$ cat src/rtl/data_arith_multiply_pkg.sv
// Shared types for the execute-path multiplier.
//   Data_Control_T              : clock + active-low synchronous reset bundle
//   Data_Arith_SignedUnsigned_T : operand interpretation selector
package data_arith_multiply_pkg;

  typedef struct packed {
    logic clk;    // single clock, rising edge
    logic rst_n;  // synchronous, active-low (0 = reset)
  } Data_Control_T;

  typedef enum logic {
    SIGN_UNSIGNED = 1'b0,
    SIGN_SIGNED   = 1'b1
  } Data_Arith_SignedUnsigned_T;

endpackage

$ cat src/rtl/data_arith_multiply.sv
// Iterative radix-2 shift-add multiplier (W cycles per product).
// Signed operands are reduced to magnitudes on acceptance and the sign is
// re-applied to the 2W-bit result on the final iteration.
//
// Ports:
//   ctrl      in  : clock / synchronous active-low reset bundle
//   in_valid  in  : operand pair a/b/sign is valid
//   in_ready  out : block can accept operands (IDLE only)
//   a, b      in  : multiplicand, multiplier (W bits)
//   sign      in  : signed or unsigned interpretation of a and b
//   out_valid out : hi/lo hold a finished product (DONE)
//   out_ready in  : consumer accepts the product
//   hi, lo    out : product bits [2W-1:W] and [W-1:0]
//   busy      out : high in RUN or DONE
module data_arith_multiply
  import data_arith_multiply_pkg::*;
#(
  parameter int W = 8
) (
  input  Data_Control_T              ctrl,
  input  logic                       in_valid,
  output logic                       in_ready,
  input  logic [W-1:0]               a,
  input  logic [W-1:0]               b,
  input  Data_Arith_SignedUnsigned_T sign,
  output logic                       out_valid,
  input  logic                       out_ready,
  output logic [W-1:0]               hi,
  output logic [W-1:0]               lo,
  output logic                       busy
);

  localparam int CNT_W = $clog2(W + 1);

  typedef enum logic [1:0] {
    IDLE = 2'd0,
    RUN  = 2'd1,
    DONE = 2'd2
  } state_t;

  logic clk;
  logic rst_n;
  assign clk   = ctrl.clk;
  assign rst_n = ctrl.rst_n;

  state_t state_reg, state_next;

  logic [W-1:0]     mcand_reg;
  logic [W-1:0]     mplier_reg;
  logic [W:0]       acc_reg;
  logic [CNT_W-1:0] cnt_reg;
  logic             neg_reg;
  logic [W-1:0]     hi_reg;
  logic [W-1:0]     lo_reg;

  logic             accept;
  logic             last_iter;
  logic [W-1:0]     mag_a;
  logic [W-1:0]     mag_b;
  logic [W:0]       sum;
  logic [W-1:0]     acc_shift;
  logic [W-1:0]     mplier_shift;
  logic [2*W-1:0]   product;
  logic [2*W-1:0]   result;

  assign accept    = (state_reg == IDLE) && in_valid;
  assign last_iter = (cnt_reg == CNT_W'(W - 1));

  // Two's-complement magnitude; -2^(W-1) maps to 2^(W-1), which still fits
  // in W unsigned bits.
  assign mag_a = (sign == SIGN_SIGNED && a[W-1]) ? (~a + 1'b1) : a;
  assign mag_b = (sign == SIGN_SIGNED && b[W-1]) ? (~b + 1'b1) : b;

  // One shift-add step. The accumulator stays below 2^W after each shift, so
  // the W+1-bit sum never overflows.
  always_comb begin
    sum          = acc_reg + (mplier_reg[0] ? {1'b0, mcand_reg} : '0);
    acc_shift    = sum[W:1];
    mplier_shift = {sum[0], mplier_reg[W-1:1]};
    product      = {acc_shift, mplier_shift};
    result       = neg_reg ? (~product + 1'b1) : product;
  end

  // FSM state register
  always_ff @(posedge clk) begin
    if (!rst_n) state_reg <= IDLE;
    else        state_reg <= state_next;
  end

  // FSM next-state
  always_comb begin
    state_next = state_reg;
    case (state_reg)
      IDLE:    if (in_valid)  state_next = RUN;
      RUN:     if (last_iter) state_next = DONE;
      DONE:    if (out_ready) state_next = IDLE;
      default: state_next = IDLE;
    endcase
  end

  // Datapath
  always_ff @(posedge clk) begin
    if (!rst_n) begin
      mcand_reg  <= '0;
      mplier_reg <= '0;
      acc_reg    <= '0;
      cnt_reg    <= '0;
      neg_reg    <= 1'b0;
      hi_reg     <= '0;
      lo_reg     <= '0;
    end else if (accept) begin
      mcand_reg  <= mag_a;
      mplier_reg <= mag_b;
      acc_reg    <= '0;
      cnt_reg    <= '0;
      neg_reg    <= (sign == SIGN_SIGNED) && (a[W-1] ^ b[W-1]);
    end else if (state_reg == RUN) begin
      acc_reg    <= {1'b0, acc_shift};
      mplier_reg <= mplier_shift;
      cnt_reg    <= cnt_reg + 1'b1;
      // hi/lo only move here, so the last product stays visible until the
      // next one completes.
      if (last_iter) begin
        hi_reg <= result[2*W-1:W];
        lo_reg <= result[W-1:0];
      end
    end
  end

  assign in_ready  = (state_reg == IDLE);
  assign out_valid = (state_reg == DONE);
  assign busy      = (state_reg != IDLE);
  assign hi        = hi_reg;
  assign lo        = lo_reg;

endmodule

$ cat config.mk
export PLATFORM = sky130hd
export DESIGN_NAME = data_arith_multiply
export DESIGN_NICKNAME = d
export VERILOG_FILES = /design/src/rtl/data_arith_multiply_pkg.sv /design/src/rtl/data_arith_multiply.sv
export SDC_FILE = /design/constraint.sdc
export NUM_CORES = 1
export LEC_CHECK = 0
export ABC_AREA = 1
export CORE_MARGIN = 3
export CORE_UTILIZATION = 45
export CTS_CLUSTER_DIAMETER = 80
export DETAILED_ROUTE_END_ITERATION = 10
export PLACE_DENSITY = 0.66
export RECOVER_POWER = 25
export SLEW_MARGIN = 20
export SYNTH_ARGS = -nofsm -noshare
export SYNTH_HDL_FRONTEND = slang
export SYNTH_SLANG_ARGS = --single-unit
$ cat constraint.sdc
create_clock -name ctrl -period 3.3 [get_ports ctrl]
set_input_delay 0.495 -clock ctrl [delete_from_list [all_inputs] [get_ports ctrl]]
set_output_delay 0.495 -clock ctrl [all_outputs]
set_load 0.1 [all_outputs]
==> metrics.cfg, run 1 <==
[clock_tree]
cts_tree = built
cts.repair.resized = 0
cts_setup_buffers = 0
hold_buffers = 0
path_clk_slew_ps = 90
clock_sinks = 47
clkLatencyLatePin_ps = 310

[drt]
drc = 0
wl_mm = 7.30
avgRoutedWirePerCell_microns = 12.4
viasPerCell = 5.06
drtAntennaViolNets = 0
vias = 2987
first_pass_iters = 5
dr.first_iter.drc_count = 164

[yosys]
synth.avg_cell_area_sq_um = 6.82
synthesis.yosys.warnings = 0
synthTopCellsByArea = dfxtp_1, nand2_1, inv_1, o21ai_0, ha_1
ys_seq_elements = 47
ys_seq_area_share_pct = 31.2
synth_top_cell_area_share_pct = 31.2
ys_types = 41
postSynthCellCount = 442
synth_largest_area_cell = dfxtp_1
syn_nets = 476
syn_area_sq_um = 3010

[worst_hold_path]
hp-class = clock port to flip-flop
hold_depth = 4

[power_and_ir_drop]
swShare_pct = 44.7
leakage_nw = 1.88
p_int_mw = 1.73
fin_total_pwr_mw = 3.13
power_frac_clock_pct = 41.7
p_switching_mw = 1.40
ir_worst_vdd_uv = 355
seqPwrFrac_pct = 26.8
p_per_area_nw_per_um2 = 821
combPwrFrac_pct = 31.5

[final_layout]
syn_to_final_growth_pct = 26.3
layout-drive-gt1-share_pct = 10.5
final_area_sq_um = 3810
utilization_pct = 59.3
antennaDiodeCount = 0
final_nets = 543

[setup_path]
cp-start-kind = clock port
reg2reg_slack_ps = 970
path_max_fanout = 20
worstPathRequired_ps = 3500
ff2ff_path_depth = 16
arrival_ps = 2550
end_kind = flip-flop
worstSetupPathType = clock port to flip-flop

[die]
start_util_pct = 46.9
core_area_sq_um = 6420
die_y_microns = 87.8
die_w_microns = 87.8
pin_count = 40
fp-row-count = 29
die-area_sq_um = 7720

[job]
cap_violations = 0

[placement]
place_hpwl_mm = 5.37
placed_cell_area_sq_um = 3420
port_buffers = 38
place_congestion = 0.854

[global_route]
grt_overflow = 0
grt.total_usage_pct = 20.8
grt_max_degree = 21
grt_pass1_wl_mm = 12.5
grt_pass1_vias = 3312
antenna_found_initial = 0

[timing]
relSlewSlack_pct = 35.2
drv_slew = 0
fin_crit_sh_pct = 71.3
skew_ps = 8.71
setup_viol = 0
setup_tns_ps = 0
clock.fmax_mhz = 430
worst_slew_pin_slew_ps = 970
hold_violations = 0
rsz0062_at_grt = no
min_period_ps = 2350
fin_hold_ws_ps = 203

[status]
status = finished, final reports clean

[final cells by class]
class | instances | area (sq um)
tap | 77 | 96.3
sequential | 47 | 941
inverter | 60 | 225
clock inverter | 42 | 168
timing repair buffer | 39 | 380
clock buffer | 19 | 287
multi-input combinational | 306 | 1710
fill | 652 | 2620
[power by group through the flow]
stage | Sequential [mW] | Combinational, mW | Clock, mW
after global routing | 0.860 | 1.11 | 1.43
after detailed placement | 0.852 | 0.979 | 0.215
after floorplan | 0.798 | 0.805 | 0.272
after CTS | 0.837 | 0.989 | 1.35
final | 0.837 | 0.986 | 1.30
after global placement | 0.850 | 0.969 | 0.215
[placed cells by master, fill, tap and decap left out, types with 5 or more instances in the layout]
| cell type | netlist | routed |
|---|---|---|
| dfxtp_1 | 47 | 47 |
| inv_2 | 7 | 5 |
| a21oi_1 | 22 | 22 |
| nor3_1 | 6 | 6 |
| nand2_1 | 111 | 111 |
| nand3_1 | 19 | 19 |
| ha_1 | 12 | 12 |
| xor2_1 | 12 | 12 |
| clkbuf_8 | 1 | 13 |
| nand2_2 | 8 | 8 |
| o211ai_1 | 6 | 6 |
| o21ai_0 | 31 | 31 |
| nor2_1 | 34 | 34 |
| clkdlybuf4s50_1 | 0 | 34 |
| inv_1 | 71 | 94 |
[routing by layer]
metal / routed length (microns) / GRT usage [%] / vias to the layer above
met5: 0 / 0 / -
met4: 148 / 18.4 / 0
met3: 435 / 12.6 / 19
met2: 3330 / 28.2 / 90
met1: 3380 / 22.3 / 1327
li1: - / - / 1551
[Yosys cell counts]
cell and count:
o21ai_0 31, nor3_4 2, a31oi_1 3, a22o_1 1, nand3_2 3, a32o_1 3, nand3b_1 2, a21oi_2 1
dfxtp_1 47, xor2_1 12, clkbuf_1 4, a211oi_2 1, a221oi_1 1, o31ai_1 2, o21ai_1 3, o211ai_1 6
nor3_1 6, buf_6 1, nand4_2 1, a21oi_1 22, buf_4 2, buf_2 3, nor2_4 2, nand2_2 8
nand2_1 111, a21oi_4 1, nor2_2 2, nand2_4 2, xnor2_1 4, clkbuf_8 1, o21ai_2 1, nand3_1 19
fa_1 1, ha_1 12, o22ai_1 2, o221ai_1 4, nand3_4 1, o21bai_1 2, inv_1 71, inv_2 7
nor2_1 34
[critical path, stage by stage]
cell and delay (ps):
clkbuf_8 110, clkbuf_8 130, clkbuf_8 150, inv_1 60, nor2_2 150, inv_1 110, nor2_1 40, o21ai_0 90
inv_1 60
[path summary, 6_finish.rpt]
kind	from	end
max reg2reg	mplier_reg[0]	hi[4]
min reg2reg	mcand_reg[6]	mcand_reg[6]
max	ctrl[0]	acc_reg[4]
min	ctrl[0]	mplier_reg[7]
[kinds of logic after synthesis]
family,after synthesis,synth area share (%)
AND/OR/NAND/NOR,193,29.3
flip-flops,47,31.2
XOR/XNOR,16,4.65
adder cells (fa/ha/maj),13,5.65
buffers and inverters,89,12.0
AO/OA/AOI/OAI,84,17.1
[metrics by stage]
step,cells,setup WS (ps)
3_3_place_gp,547,820
3_5_place_dp,547,820
2_1_floorplan,442,210
5_1_grt,590,659
6_report,590,948
4_1_cts,590,941
(Power assumes the default switching activity.)
==> run 2, diff against run 1 <==
--- a/config.mk
+++ b/config.mk
@@ -10,7 +10,7 @@
 export CORE_UTILIZATION = 45
 export CTS_CLUSTER_DIAMETER = 80
 export DETAILED_ROUTE_END_ITERATION = 10
-export PLACE_DENSITY = 0.66
+export PLACE_DENSITY = 0.69
 export RECOVER_POWER = 25
 export SLEW_MARGIN = 20
 export SYNTH_ARGS = -nofsm -noshare
==> constraint.sdc (replaced) <==
create_clock -name ctrl -period 2.15 [get_ports ctrl]
set_input_delay 0.3225 -clock ctrl [delete_from_list [all_inputs] [get_ports ctrl]]
set_output_delay 0.3225 -clock ctrl [all_outputs]
set_load 0.1 [all_outputs]
==> run 2 against run 1 <==
Net effect:
- cell area increased by 4.2%
- die area unchanged
- clock skew decreased by 1.0 ps
- flip-flop and latch count unchanged
- worst setup slack got worse by 900 ps
- global-route usage increased by 0.36 points
- count of clock-buffer cells in the layout unchanged
- sequential power increased by 53%
- power increased by 65%
- critical path depth increased by 4
- sequential share of layout area decreased by 0.93 points
==> metrics.cfg, run 2 (synthesis results as in run 1) <==
[status]
status = finished, final reports clean

[final_layout]
layout-drive-gt1-share_pct = 20.0  ; +9.4 points
final_nets = 551  ; +1.5%
final_cell_mix = nand2_1, inv_1, dfxtp_1, nor2_1, o21ai_0
instances_no_fill = 598  ; +1.4%
syn_to_final_growth_pct = 31.6
final_area_sq_um = 3970  ; +4.2%
antennaDiodeCount = 0  ; unchanged
final_common_cell = nand2_1
utilization_pct = 61.8  ; +2.5 points

[setup_path]
worstSetupPathType = flip-flop to flip-flop
worstPathRequired_ps = 2410  ; -1090 ps
path_max_fanout = 3  ; -85%
end_kind = flip-flop
cp-start-kind = flip-flop
arrival_ps = 2360  ; -190 ps

[drt]
viasPerCell = 5.20  ; +2.8%
drtAntennaViolNets = 0  ; unchanged
drc = 0  ; unchanged
dr.first_iter.drc_count = 126  ; -23%
first_pass_iters = 5  ; unchanged
avgRoutedWirePerCell_microns = 12.8  ; +3.6%
vias = 3111  ; +4.2%
wl_mm = 7.66  ; +5.0%

[timing]
drv_slew = 0  ; unchanged
clock.fmax_mhz = 476
relSlewSlack_pct = 42.1  ; +6.9 points
setup_viol = 0  ; unchanged
fin_hold_ws_ps = 196  ; -6.64 ps
worst_slew_pin_slew_ps = 868  ; -102 ps
min_period_ps = 2100
hold_violations = 0  ; unchanged
skew_ps = 7.67  ; -1.03 ps
worst_slack_ps = 51.1  ; -896 ps
fin_crit_sh_pct = 97.6
rsz0062_at_grt = yes

[clock_tree]
clkLatencyLatePin_ps = 310  ; about the same
path_clk_slew_ps = 90  ; about the same
cts_tree = built
clock_sinks = 47  ; unchanged

[global_route]
grt_pass1_vias = 3436  ; +3.7%
antenna_found_initial = 0  ; unchanged
grt.total_usage_pct = 21.1  ; +0.36 points
grt_overflow = 0  ; unchanged
grt_pass1_wl_mm = 12.8  ; +1.9%
grt_max_degree = 32  ; +52%

[die]
start_util_pct = 46.9  ; unchanged
die_y_microns = 87.8  ; unchanged
pin_count = 40  ; unchanged
die_w_microns = 87.8  ; unchanged
fp-row-count = 29  ; unchanged
core_area_sq_um = 6420  ; unchanged
die-area_sq_um = 7720  ; unchanged

[placement]
port_buffers = 38  ; unchanged
place_hpwl_mm = 5.37  ; -0.12%
post-place-cells = 551  ; +0.73%
preCtsSetupSlack_ps = 30.9  ; -789 ps
placed_cell_area_sq_um = 3420  ; about the same
place_congestion = 0.865  ; +1.2%

[power_and_ir_drop]
leakage_nw = 1.97  ; +4.8%
ir_worst_vdd_uv = 1210  ; +240%
p_per_area_nw_per_um2 = 1300  ; +59%

[job]
cap_violations = 0  ; unchanged

[worst_hold_path]
hp-class = clock port to flip-flop

==> run 2: per-layer routing <==
| metal | vias to the layer above | global-route usage, % | share of wire (%) |
|---|---|---|---|
| met5 | - | 0 | 0 |
| met4 | 0 | 19.4 | 1.8 |
| met3 | 19 | 14.1 | 7.1 |
| met2 | 108 | 27.4 | 46 |
| met1 | 1417 | 22.8 | 45 |
| li1 | 1567 | - | - |
==> run 2: final timing paths <==
path                            slack [ps]       endpoint  depth (start not counted)          from
worst max-delay path                    50          hi[7]                         13  mcand_reg[0]
worst min-delay path                   200  mplier_reg[7]                          4       ctrl[0]
worst max register to register          50          hi[7]                         13  mcand_reg[0]
worst min register to register         470   mcand_reg[4]                          2  mcand_reg[4]
==> run 2: area by class of cell <==
type | count | area (sq um)
multi-input cells | 306 | 1810
clock buffers | 19 | 297
well taps | 77 | 96.3
inverters | 60 | 228
fillers | 567 | 2450
flip-flops and latches | 47 | 943
clock inverters | 42 | 190
repair buffers | 47 | 400
==> run 2: critical path, stage by stage (launching register included) <==
cell,delay [ps]
dfxtp_2,340
nand2_2,50
inv_2,60
ha_4,150
inv_4,30
fa_2,600
nand2_2,70
nor3_4,190
nand3_2,110
o21ai_2,170
nand3_1,90
nand3_1,90
nand2_1,60
inv_1,50
==> run 2: power by group <==
group	total (mW)	leakage (nW)	internal (mW)	switching, mW
Clock	2.16	0.519	1.22	0.939
Sequential	1.28	0.383	1.09	0.191
Combinational	1.74	1.07	0.633	1.11
==> run 2: what timing repair did <==
item	in CTS	in global routing
hold buffers	0	0
gates resized for setup	0	28
buffers inserted	0	4
setup endpoints to repair	2	12
pin swaps	1	20
==> run 2: metrics by stage <==
step / power (mW) / TNS (ps)
4_1_cts: 5.07 / 0
3_5_place_dp: 3.18 / 0
6_report: 5.18 / 0
2_1_floorplan: 2.89 / 0
3_3_place_gp: 3.15 / 0
5_1_grt: 5.59 / -422
